===== config.mk =====
export PLATFORM = sky130hd
export DESIGN_NAME = mio_bus_ctrl
export DESIGN_NICKNAME = d
export VERILOG_FILES = /design/src/rtl/mio_bus_ctrl_pkg.sv /design/src/rtl/mio_io_regs.sv /design/src/rtl/mio_bus_ctrl.sv
export SDC_FILE = /design/constraint.sdc
export NUM_CORES = 1
export LEC_CHECK = 0
export BUFFER_PORTS_ARGS = -buffer_cell sky130_fd_sc_hd__buf_2
export CAP_MARGIN = 20
export CORE_MARGIN = 2
export CORE_UTILIZATION = 40
export CTS_BUF_LIST = sky130_fd_sc_hd__clkbuf_2
export CTS_CLUSTER_DIAMETER = 200
export DETAILED_ROUTE_END_ITERATION = 12
export PLACE_DENSITY = 0.68
export SLEW_MARGIN = 10
export SYNTH_ARGS = -nofsm -noshare
export SYNTH_HDL_FRONTEND = slang
export SYNTH_HIERARCHICAL = 1
export SYNTH_SLANG_ARGS = --single-unit

===== constraint.sdc =====
create_clock -name clk -period 2.3 [get_ports clk]
set_clock_uncertainty 0.15 [all_clocks]
set_input_delay 0.115 -clock clk [delete_from_list [all_inputs] [get_ports clk]]
set_output_delay 0.115 -clock clk [all_outputs]
set_load 0.01 [all_outputs]

===== src/rtl/mio_bus_ctrl_pkg.sv =====
// Shared encodings for the memory/IO bus controller: FSM states, IO map, timeout data.
package mio_bus_ctrl_pkg;

  typedef enum logic [1:0] {
    ST_IDLE     = 2'd0,
    ST_RAM_WAIT = 2'd1,
    ST_RESP     = 2'd2
  } state_t;

  localparam logic [3:0]  IO_TAG       = 4'hE;
  localparam logic [1:0]  IO_LED       = 2'd0;
  localparam logic [1:0]  IO_SW        = 2'd1;
  localparam logic [1:0]  IO_CNT       = 2'd2;
  localparam logic [1:0]  IO_STAT      = 2'd3;
  localparam logic [31:0] TIMEOUT_DATA = 32'hDEADBEEF;

endpackage


===== src/rtl/mio_io_regs.sv =====
// Local IO register file: LED latch, free-running cycle counter, sticky bus error.
module mio_io_regs
  import mio_bus_ctrl_pkg::*;
#(
  parameter int LED_W = 16
) (
  input  logic             clk,
  input  logic             reset,
  input  logic             acc,
  input  logic             we,
  input  logic [1:0]       sel,
  input  logic [31:0]      wdata,
  input  logic [LED_W-1:0] sw_in,
  input  logic             set_err,
  output logic [31:0]      rdata,
  output logic [LED_W-1:0] led_out,
  output logic             bus_err
);

  logic [31:0] cnt;

  always_ff @(posedge clk) begin
    if (!reset) begin
      led_out <= '0;
      cnt     <= '0;
      bus_err <= 1'b0;
    end else begin
      cnt <= cnt + 32'd1;
      if (acc && we) begin
        case (sel)
          IO_LED:  led_out <= wdata[LED_W-1:0];
          IO_CNT:  cnt     <= wdata;
          IO_STAT: bus_err <= 1'b0;
          default: ;
        endcase
      end
      if (set_err) bus_err <= 1'b1;
    end
  end

  // Read values are pre-edge, so a counter read returns the count at the accepting edge.
  always_comb begin
    rdata = '0;
    case (sel)
      IO_LED:  rdata = 32'(led_out);
      IO_SW:   rdata = 32'(sw_in);
      IO_CNT:  rdata = cnt;
      IO_STAT: rdata = {31'd0, bus_err};
      default: rdata = '0;
    endcase
  end

endmodule


===== src/rtl/mio_bus_ctrl.sv =====
// CPU data-port controller: decodes each access to RAM (ack-based, watchdog-bounded) or local IO.
module mio_bus_ctrl
  import mio_bus_ctrl_pkg::*;
#(
  parameter int ADDR_W  = 10,
  parameter int TIMEOUT = 16,
  parameter int LED_W   = 16
) (
  input  logic              clk,
  input  logic              reset,
  input  logic              cpu_req,
  input  logic              cpu_mem_w,
  input  logic [31:0]       cpu_addr,
  input  logic [31:0]       cpu_wdata,
  output logic [31:0]       cpu_rdata,
  output logic              cpu_ready,
  output logic              ram_en,
  output logic              ram_we,
  output logic [ADDR_W-1:0] ram_addr,
  output logic [31:0]       ram_wdata,
  input  logic [31:0]       ram_rdata,
  input  logic              ram_ack,
  input  logic [LED_W-1:0]  sw_in,
  output logic [LED_W-1:0]  led_out,
  output logic              bus_err
);

  localparam int CNT_W = $clog2(TIMEOUT);

  state_t           state;
  logic [CNT_W-1:0] wd_cnt;
  logic             accept, is_io, io_acc, wd_expire, set_err;
  logic [31:0]      io_rdata;
  logic             unused_addr;

  // The ready cycle is spent in IDLE; the CPU's still-held request must not start a second access.
  assign accept      = (state == ST_IDLE) && cpu_req && !cpu_ready;
  assign is_io       = (cpu_addr[31:28] == IO_TAG);
  assign io_acc      = accept && is_io;
  assign wd_expire   = (wd_cnt == CNT_W'(TIMEOUT - 1));
  assign set_err     = (state == ST_RAM_WAIT) && !ram_ack && wd_expire;
  assign unused_addr = ^{cpu_addr[27:ADDR_W+2], cpu_addr[1:0]};

  mio_io_regs #(.LED_W(LED_W)) u_io_regs (
    .clk     (clk),
    .reset   (reset),
    .acc     (io_acc),
    .we      (cpu_mem_w),
    .sel     (cpu_addr[3:2]),
    .wdata   (cpu_wdata),
    .sw_in   (sw_in),
    .set_err (set_err),
    .rdata   (io_rdata),
    .led_out (led_out),
    .bus_err (bus_err)
  );

  always_ff @(posedge clk) begin
    if (!reset) begin
      state     <= ST_IDLE;
      cpu_ready <= 1'b0;
      cpu_rdata <= '0;
      ram_en    <= 1'b0;
      ram_we    <= 1'b0;
      ram_addr  <= '0;
      ram_wdata <= '0;
      wd_cnt    <= '0;
    end else begin
      cpu_ready <= 1'b0;
      case (state)
        ST_IDLE: begin
          if (accept) begin
            if (is_io) begin
              cpu_rdata <= cpu_mem_w ? 32'd0 : io_rdata;
              state     <= ST_RESP;
            end else begin
              ram_en    <= 1'b1;
              ram_we    <= cpu_mem_w;
              ram_addr  <= cpu_addr[ADDR_W+1:2];
              ram_wdata <= cpu_wdata;
              wd_cnt    <= '0;
              state     <= ST_RAM_WAIT;
            end
          end
        end
        ST_RAM_WAIT: begin
          if (ram_ack) begin
            cpu_rdata <= ram_we ? 32'd0 : ram_rdata;
            ram_en    <= 1'b0;
            ram_we    <= 1'b0;
            state     <= ST_RESP;
          end else if (wd_expire) begin
            cpu_rdata <= TIMEOUT_DATA;
            ram_en    <= 1'b0;
            ram_we    <= 1'b0;
            state     <= ST_RESP;
          end else begin
            wd_cnt <= wd_cnt + 1'b1;
          end
        end
        ST_RESP: begin
          cpu_ready <= 1'b1;
          state     <= ST_IDLE;
        end
        default: state <= ST_IDLE;
      endcase
    end
  end

endmodule

==> metrics.txt <==
ys async rst share 0%; flop2flop setup slack 0.12 ns; P&R area growth vs syn 35.5%; RSZ-0062 raised after global routing false; hpwl dp 13,700 µm; Final Slew Violations 0; Detail Route Antenna Nets 0; multi-input logic area 0.00360 mm²; largest net degree at the start of global routing 52; first-pass GRT wire length 32,200 µm; worst slew pin tran 0.793 ns; Yosys Warn Count 6; Seq/Total Area, Yosys 40.3%; Post-Layout Cell Count 1,244; most frequent cells in the layout 191 x buf_2, 158 x nand2_1, 132 x dfxtp_1; Leakage 3.84 nW; Fmax 0.436 GHz; setup violators final 0; Critical Path Start Type primary input; CP Cell Sequence dlygate4sd3_1, buf_2, nand4b_1, dlygate4sd3_1, nor3_1, nand2_1, or3_1, buf_4, nand2_1, a21boi_0; CTS tree built; M3 GR Usage 7.07%; full die area 0.0174 mm²; Final TNS setup 0 ns; Power Density 529 mW/mm²; post-synthesis area per instance 8.76 µm²; core box area 0.0159 mm²; EDFF count, synth 0; largest area contributor in the netlist dfxtp_1; deepest clock path buffer count 2; Largest stage delay, worst path 0.60 ns; Post-Syn Area 0.00655 mm²; Residual DRC 0; HP Class in2reg; Tmin final 2.30 ns; global routing usage on met2 34.2%; Reg clk slew, reported paths 0.18 ns; Die X 132 µm; GRT Max-Usage Layer met2; GR Util met1 32.3%; Hold Path Origin sw_in[9]; root buffer cell clkbuf_2; I/O Pins 211; WP data required 2.72 ns; initial antenna violation count 2; Total Wirelength 20,400 µm; post-synth cell types 55; register area 0.00264 mm²; commonest non-fill, non-tap cell in the layout buf_2; Max VDD drop 0.448 mV; FF-to-FF path depth 7; #FFs+latches synth 132; Initial Utilization 41.1%; fillers 1,458; top cells by area, synth dfxtp_1 40%, nand2_1 9.1%, o221a_1 5.5%, a21boi_1 5.2%, a311o_1 3.7%; Worst Path Max Fanout 16; port bufs 192; post-cts sizing count 0; DIE HEIGHT 132 µm; post-synth top area share 40.3%; DR pass1 iterations 5; H-tree depth 4; status finished clean; Hold Vio Cnt, Final 0; hold depth 5; Worst Path Class, Setup in2reg; Num CTS Buffers 17; net count after synthesis 867; Max-Cap Viols 0; Hold EP cpu_rdata[9]; clk sinks 132; Layout Nets 1,132; gr usage total 23.0%; worst hold slack 0.0602 ns; crit path DAT 2.71 ns; Setup crit end kind flip-flop; Crit Reg-Reg Startpoint cpu_ready; worst skew pair latency 0.67 ns; wire length per cell 16.4 µm; drt initial violations 412; layout cell share with drive strength beyond 1 26.1%; placed insts 1,117; GPL Wtd Cong 0.851; row count 46; global route overflow 0; period utilization 99.8%; number of global-route vias before repair 6,141; Avg Vias per Cell 5.18; via count 6,441; Primary FF master, synth dfxtp_1; R2R Path End u_io_regs/led_out[15]; Cells after Synth 748; critical path's slowest cell dlygate4sd3_1; Max-Slew Margin vs Limit 47.1%
critical path, delay by kind of cell:
family | cells | cell delay [ns]
buffers and inverters | 4 | 1.45
AOI/OAI and AO/OA | 1 | 0.08
and+or+nand+nor | 5 | 1.05
worst max path at each step:
stage | startpoint | end | cells past startpoint
2_1_floorplan | state[0] | u_io_regs/led_out[10] | 7
3_5_place_dp | cpu_ready | u_io_regs/led_out[4] | 7
6_report | cpu_addr[28] | u_io_regs/led_out[15] | 10
4_1_cts | cpu_addr[28] | u_io_regs/led_out[15] | 10
3_3_place_gp | cpu_ready | u_io_regs/led_out[1] | 7
5_1_grt | cpu_addr[28] | u_io_regs/led_out[10] | 10
flip-flops by register name, indices dropped and copies added, names as in the netlist:
register	flops
u_io_regs/bus_err	1
ram_en	1
u_io_regs/led_out	16
wd_cnt	4
cpu_ready	1
ram_addr	10
u_io_regs/cnt	32
state	2
ram_wdata	32
ram_we	1
cpu_rdata	32
synthesized netlist by cell type (3+ instances only):
cell,n
a21boi_0,15
a21boi_1,45
a21oi_1,46
a221o_1,8
a311o_1,24
and2_1,18
and3_1,3
buf_2,20
buf_8,3
clkbuf_1,37
dfxtp_1,132
inv_1,7
mux2i_1,16
nand2_1,158
nand2b_1,25
nand3_1,13
nand4_4,3
nor2_1,7
nor2b_1,5
nor3_1,12
nor4_2,4
o211a_1,8
o21ai_0,37
o221a_1,32
xnor2_1,24
xor2_1,6
report_power, final:
group          internal (W)  total, W  switching (W)  leakage (nW)
Sequential          0.00239   0.00246      0.0000616          1.07
Combinational      0.000454  0.000925       0.000471          2.62
Clock              0.000484   0.00132       0.000833         0.137
metal layers:
metal | routed length, µm | vias up
met3 | 1570 | 13
li1 | - | 3215
met2 | 8730 | 238
met1 | 9840 | 2975
met5 | 0 | -
met4 | 228 | 0
logic make-up after synthesis:
| group | count (synthesis) | synth area share, % |
|---|---|---|
| mux | 17 | 2.79 |
| fa+ha+maj | 2 | 0.382 |
| compound gates | 225 | 26.0 |
| xor+xnor | 30 | 4.01 |
| flops | 132 | 40.3 |
| buf+inv | 70 | 4.96 |
| simple gates | 272 | 21.5 |
stage by stage:
stage / power (W) / instance area, µm² / setup WS, ns / util (%)
4_1_cts: 0.00473 / 8870 / 0.141 / 55.7
2_1_floorplan: 0.00298 / 6550 / 0.137 / -
3_5_place_dp: 0.00330 / 7730 / 0.218 / 48.5
3_3_place_gp: 0.00329 / 7730 / 0.238 / 48.5
6_report: 0.00470 / 8880 / 0.00462 / 55.7
5_1_grt: 0.00495 / 8880 / 0.0164 / 55.7
area by class of cell:
cell class | count | area share, %
Tap cell | 216 | 3.04
Antenna cell | 2 | 0.0564
Multi-Input combinational cell | 546 | 40.5
Clock buffer | 19 | 1.07
Clock inverter | 13 | 1.31
Inverter | 7 | 0.296
Sequential cell | 132 | 29.8
Timing Repair Buffer | 309 | 23.9
repair_timing:
action,CTS,global route
hold buffers,93,0
endpoints found under the hold margin,132,0
setup buffers,0,0
Power figures use the tool's default switching activity.
